--- src/rtl/des_pkg.sv ---
// DES key schedule shared definitions: FIPS 46-3 permutation tables,
// per-round shift table, FSM state type and width constants.
// Right-rotate helper exists only with DES_KS_DECRYPT_EN.
package des_pkg;

  localparam int unsigned KEY_W    = 64;
  localparam int unsigned SUBKEY_W = 48;
  localparam int unsigned HALF_W   = 28;
  localparam int unsigned CD_W     = 2 * HALF_W;
  localparam int unsigned ROUNDS   = 16;

  typedef enum logic {
    IDLE,
    RUN
  } ks_state_t;

  // PC-1: entry i gives the FIPS key bit (1 = MSB) feeding output bit i+1
  localparam int unsigned PC1_TAB [CD_W] = '{
    57, 49, 41, 33, 25, 17,  9,
     1, 58, 50, 42, 34, 26, 18,
    10,  2, 59, 51, 43, 35, 27,
    19, 11,  3, 60, 52, 44, 36,
    63, 55, 47, 39, 31, 23, 15,
     7, 62, 54, 46, 38, 30, 22,
    14,  6, 61, 53, 45, 37, 29,
    21, 13,  5, 28, 20, 12,  4
  };

  // PC-2: entry i gives the C||D bit (1 = MSB) feeding subkey bit i+1
  localparam int unsigned PC2_TAB [SUBKEY_W] = '{
    14, 17, 11, 24,  1,  5,
     3, 28, 15,  6, 21, 10,
    23, 19, 12,  4, 26,  8,
    16,  7, 27, 20, 13,  2,
    41, 52, 31, 37, 47, 55,
    30, 40, 51, 45, 33, 48,
    44, 49, 39, 56, 34, 53,
    46, 42, 50, 36, 29, 32
  };

  // Left-rotate amount applied before round i (0-based)
  localparam int unsigned SHIFT_TAB [ROUNDS] = '{
    1, 1, 2, 2, 2, 2, 2, 2, 1, 2, 2, 2, 2, 2, 2, 1
  };

  function automatic logic shift_two(input logic [3:0] idx);
    return SHIFT_TAB[idx] == 2;
  endfunction

  function automatic logic [HALF_W-1:0] rotl(input logic [HALF_W-1:0] x,
                                             input logic two);
    return two ? {x[HALF_W-3:0], x[HALF_W-1:HALF_W-2]}
               : {x[HALF_W-2:0], x[HALF_W-1]};
  endfunction

`ifdef DES_KS_DECRYPT_EN
  function automatic logic [HALF_W-1:0] rotr(input logic [HALF_W-1:0] x,
                                             input logic two);
    return two ? {x[1:0], x[HALF_W-1:2]}
               : {x[0], x[HALF_W-1:1]};
  endfunction
`endif

endpackage

--- src/rtl/des_pc2.sv ---
// DES permuted choice 2: 56-bit C||D in, 48-bit round key out.
// Purely combinational wiring.
module des_pc2
  import des_pkg::*;
(
  input  logic [CD_W-1:0]     cd,
  output logic [SUBKEY_W-1:0] k
);

  // Select each subkey bit from its table position in C||D
  always_comb begin
    k = '0;
    for (int unsigned i = 0; i < SUBKEY_W; i++) begin
      k[SUBKEY_W-1-i] = cd[CD_W-PC2_TAB[i]];
    end
  end

endmodule

--- src/rtl/des_key_schedule.sv ---
// DES key schedule: accepts a 64-bit key, then streams the 16 round keys
// with a valid/ready handshake. Optional macro DES_KS_DECRYPT_EN adds a
// decrypt input that emits K16..K1 by rotating C/D right.
module des_key_schedule
  import des_pkg::*;
(
  input  logic                clk,
  input  logic                rst,
  input  logic [KEY_W-1:0]    key_in,
  input  logic                key_valid,
  output logic                key_ready,
`ifdef DES_KS_DECRYPT_EN
  input  logic                decrypt,
`endif
  output logic [SUBKEY_W-1:0] subkey,
  output logic [3:0]          round_idx,
  output logic                subkey_valid,
  input  logic                subkey_ready,
  output logic                subkey_last
);

  ks_state_t         state, state_nxt;
  logic [HALF_W-1:0] c_q, d_q, c_nxt, d_nxt;
  logic [3:0]        round_q;
  logic [CD_W-1:0]   pc1;
  logic              load, adv, last_rnd;
  logic              unused_parity;
`ifdef DES_KS_DECRYPT_EN
  logic              dec_q;
`endif

  assign unused_parity = ^{key_in[56], key_in[48], key_in[40], key_in[32],
                           key_in[24], key_in[16], key_in[8],  key_in[0]};

  assign last_rnd = (round_q == 4'd15);
  assign load     = key_valid && (state == IDLE);
  assign adv      = subkey_ready && (state == RUN);

  // PC-1: gather the 56 non-parity key bits into C||D order
  always_comb begin
    pc1 = '0;
    for (int unsigned i = 0; i < CD_W; i++) begin
      pc1[CD_W-1-i] = key_in[KEY_W-PC1_TAB[i]];
    end
  end

  // Next C/D: load pre-rotated for round 0, then rotate per handshake.
  // The final handshake leaves C/D alone: the 16 encrypt rotations sum to
  // 28, so the registers already hold the unrotated PC-1 value.
  always_comb begin
    c_nxt = c_q;
    d_nxt = d_q;
    if (load) begin
      c_nxt = rotl(pc1[CD_W-1:HALF_W], 1'b0);
      d_nxt = rotl(pc1[HALF_W-1:0], 1'b0);
`ifdef DES_KS_DECRYPT_EN
      if (decrypt) begin
        c_nxt = pc1[CD_W-1:HALF_W];
        d_nxt = pc1[HALF_W-1:0];
      end
`endif
    end else if (adv && !last_rnd) begin
      c_nxt = rotl(c_q, shift_two(round_q + 4'd1));
      d_nxt = rotl(d_q, shift_two(round_q + 4'd1));
`ifdef DES_KS_DECRYPT_EN
      if (dec_q) begin
        c_nxt = rotr(c_q, shift_two(4'd15 - round_q));
        d_nxt = rotr(d_q, shift_two(4'd15 - round_q));
      end
`endif
    end
  end

  // Datapath registers: C/D halves, round counter, direction
  always_ff @(posedge clk) begin
    if (rst) begin
      c_q     <= '0;
      d_q     <= '0;
      round_q <= '0;
`ifdef DES_KS_DECRYPT_EN
      dec_q   <= 1'b0;
`endif
    end else begin
      c_q <= c_nxt;
      d_q <= d_nxt;
      if (load) begin
        round_q <= '0;
`ifdef DES_KS_DECRYPT_EN
        dec_q   <= decrypt;
`endif
      end else if (adv) begin
        round_q <= round_q + 4'd1;
      end
    end
  end

  // FSM state register
  always_ff @(posedge clk) begin
    if (rst) state <= IDLE;
    else     state <= state_nxt;
  end

  // FSM next state: IDLE -> RUN on key accept, RUN -> IDLE after round 15
  always_comb begin
    state_nxt = state;
    case (state)
      IDLE:    if (key_valid) state_nxt = RUN;
      RUN:     if (subkey_ready && last_rnd) state_nxt = IDLE;
      default: state_nxt = IDLE;
    endcase
  end

  // FSM outputs
  always_comb begin
    key_ready    = (state == IDLE);
    subkey_valid = (state == RUN);
    subkey_last  = (state == RUN) && last_rnd;
    round_idx    = round_q;
  end

  des_pc2 u_pc2 (
    .cd ({c_q, d_q}),
    .k  (subkey)
  );

endmodule

--- config.mk ---
export PLATFORM = sky130hd
export DESIGN_NAME = des_key_schedule
export DESIGN_NICKNAME = d
export VERILOG_FILES = /design/src/rtl/des_pkg.sv /design/src/rtl/des_pc2.sv /design/src/rtl/des_key_schedule.sv
export SDC_FILE = /design/constraint.sdc
export NUM_CORES = 1
export LEC_CHECK = 0
export CORE_MARGIN = 4
export CORE_UTILIZATION = 45
export CTS_BUF_LIST = sky130_fd_sc_hd__clkbuf_4 sky130_fd_sc_hd__clkbuf_8 sky130_fd_sc_hd__clkbuf_16
export DETAILED_ROUTE_END_ITERATION = 8
export PLACE_DENSITY = 0.75
export SLEW_MARGIN = 20
export SYNTH_ARGS = -nofsm -noshare
export SYNTH_HDL_FRONTEND = slang
export SYNTH_SLANG_ARGS = --single-unit
--- constraint.sdc ---
create_clock -name clk -period 4.7 [get_ports clk]
set_input_delay 0.94 -clock clk [delete_from_list [all_inputs] [get_ports clk]]
set_output_delay 0.94 -clock clk [all_outputs]
set_load 0.01 [all_outputs]
==> flow_summary.toml <==
[pwr]
powerDensity_nw_per_um2 = 302
total_power_mw = 1.63
worst_ir_drop_vdd_mv = 0.217
p_leak_nw = 1.95

[yosys]
synth.avg_cell_area_sq_um = 7.47
ys_types = 27
synth-main-ff-cell = "dfxtp_1"
async_flop_share_pct = 0
synth_nets = 666
synth_seq_cells = 61
syn_inst = 594
yosysWarningCount = 0
seq_area_frac_synth_pct = 27.5
synth_edf_count = 0
syn_area_sq_um = 4430

[global_route]
grt_pass1_wl_um = 18600
gr-total-overflow = 0
track_usage_pct = 19.1
grt_pass1_vias = 4111
grt_start_max_net_pins = 113
antenna_found_initial = 0

[clock_network]
cts_root_buf = "clkbuf_8"
clk_latency_ps = 330
clock_tree.buffer_depth = 2
cts_resized = 0
postCtsSetupRepairBufs = 0
numClockSinks = 61
numCtsBuffers = 9
postCtsHoldBufs = 0
htreeDepth = 3
cts_tree = "yes"
path_clk_slew_ps = 70

[floorplanning]
die_h_um = 107
io_pins = 123
start_util_pct = 47.1
die_w_um = 107
core_area_sq_um = 9420
die-area_sq_um = 11500
rows = 35

[place]
hpwl_um = 7360
io_buffers = 114
gp_congestion = 0.771

[worst_setup_path]
arrival_ps = 1980
critical_path.cell_chain = "ha_1, nand3_1, nor2_1, clkdlybuf4s50_1"
worst-path-max-fanout = 7
cp_slowest_cell = "clkdlybuf4s50_1"
slowest_delay_ps = 550
cp.required_ps = 3760
start_kind = "register"
crit_type = "register to output port"
endpoint_kind = "output port"

[sta]
relSlewSlack_pct = 34.4
slew_violations = 0
final-setup-viol-count = 0
finalSetupTns_ps = 0
fin_crit_sh_pct = 62.1
holdWs_ps = 614
period_minus_slack_ps = 2920
grt_setup_unrepaired = "no"
clock_skew_ps = 6.59
final_hold_viol_count = 0
max_freq_ghz = 0.343
worst_pin_slew_ps = 983

[drt]
drt-vias-per-instance = 5.73
ant_nets = 0
drt_wl_total_um = 11200
drc = 0
vias = 4326
drt_iter0_markers = 161
wl_per_cell_um = 14.9
dr.pass1.iters = 4

[layout]
final_common_cell = "clkdlybuf4s50_1"
antenna_cells = 0
areaGrowthSynthToFinish_pct = 21.9
finish.utilization_pct = 57.4
fillers = 904
nNetsFinal = 694
layout-drive-gt1-share_pct = 4.15
layout_common_cells = "clkdlybuf4s50_1, dfxtp_1, a21oi_1, nand2_1, nor3_1"

[min_path]
hold_class = "register to register"

[job]
maxCapViolations = 0

[outcome]
status = "finished clean"
per-stage QoR:
stage               cell area (sq um)  cells  setup WS (ps)
floorplan                        4430    594           2430
global placement                 5190    739           1630
detailed placement               5190    739           1620
CTS                              5390    754           1600
global route                     5400    755           1580
finish                           5400    755           1780
Yosys cell counts, types with 3 or more instances:
library cell | count | area (sq um)
nor2b_1 | 34 | 213
buf_4 | 50 | 375
nor3_1 | 58 | 290
and2b_1 | 24 | 180
nand3_1 | 3 | 15.0
buf_2 | 3 | 15.0
nand2_1 | 60 | 225
nor2_1 | 6 | 22.5
nor4b_1 | 57 | 499
a21oi_1 | 59 | 295
clkbuf_1 | 39 | 146
nor4_1 | 56 | 350
or3_1 | 56 | 350
buf_6 | 7 | 78.8
dfxtp_1 | 61 | 1220
ha_1 | 4 | 50.1
where the power goes:
part	total [mW]	internal, mW	leakage (nW)	switching, mW
Combinational	0.526	0.262	1.34	0.265
Sequential	0.629	0.581	0.506	0.0482
Clock	0.475	0.269	0.101	0.205
Total	1.63	1.11	1.95	0.518
worst paths after layout:
path / from / endpoint / slack, ps / cells after the start
worst max-delay path: round_idx[1] / subkey_last / 1780 / 4
worst min-delay path: round_idx[1] / round_idx[1] / 610 / 2
worst max register to register: round_idx[1] / c_q[12] / 1920 / 8
worst min register to register: round_idx[1] / round_idx[1] / 610 / 2
registers in the layout (all words and copies together), names as in the netlist:
| signal | cells |
|---|---|
| c_q | 28 |
| d_q | 28 |
| round_idx | 4 |
| subkey_valid | 1 |
critical path, delay by kind of cell, from the launching register on:
kind | cells | cell delay (ps)
adders and majority gates | 1 | 300
and+or+nand+nor | 2 | 340
buffers and inverters | 1 | 550
DFF | 1 | 460
layer usage:
| metal | GRT usage [%] | share of wire [%] | up-vias | wire (um) |
|---|---|---|---|---|
| li1 | - | - | 2178 | - |
| met1 | 23.9 | 44 | 2037 | 4970 |
| met5 | 0 | 0 | - | 0 |
| met3 | 5.46 | 5.9 | 4 | 665 |
| met2 | 32.8 | 49 | 107 | 5560 |
| met4 | 3.93 | 0.40 | 0 | 45 |
logic make-up after synthesis:
logic type,Yosys count,synth area share (%)
AO/OA/AOI/OAI,66,7.87
flip-flops,61,27.5
buffers and inverters,105,14.4
adder cells (fa/ha/maj),4,1.13
AND/OR/NAND/NOR,357,48.8
XOR/XNOR,1,0.198
layout make-up:
cell class / instances / area [sq um] / area share (%)
Multi-Input combinational cell: 428 / 2600 / 48.2
Clock buffer: 11 / 151 / 2.80
Timing Repair Buffer: 120 / 1210 / 22.4
Inverter: 2 / 7.51 / 0.139
Clock inverter: 4 / 47.5 / 0.880
Tap cell: 129 / 161 / 2.99
Sequential cell: 61 / 1220 / 22.6
Power figures use the tool's default switching activity.
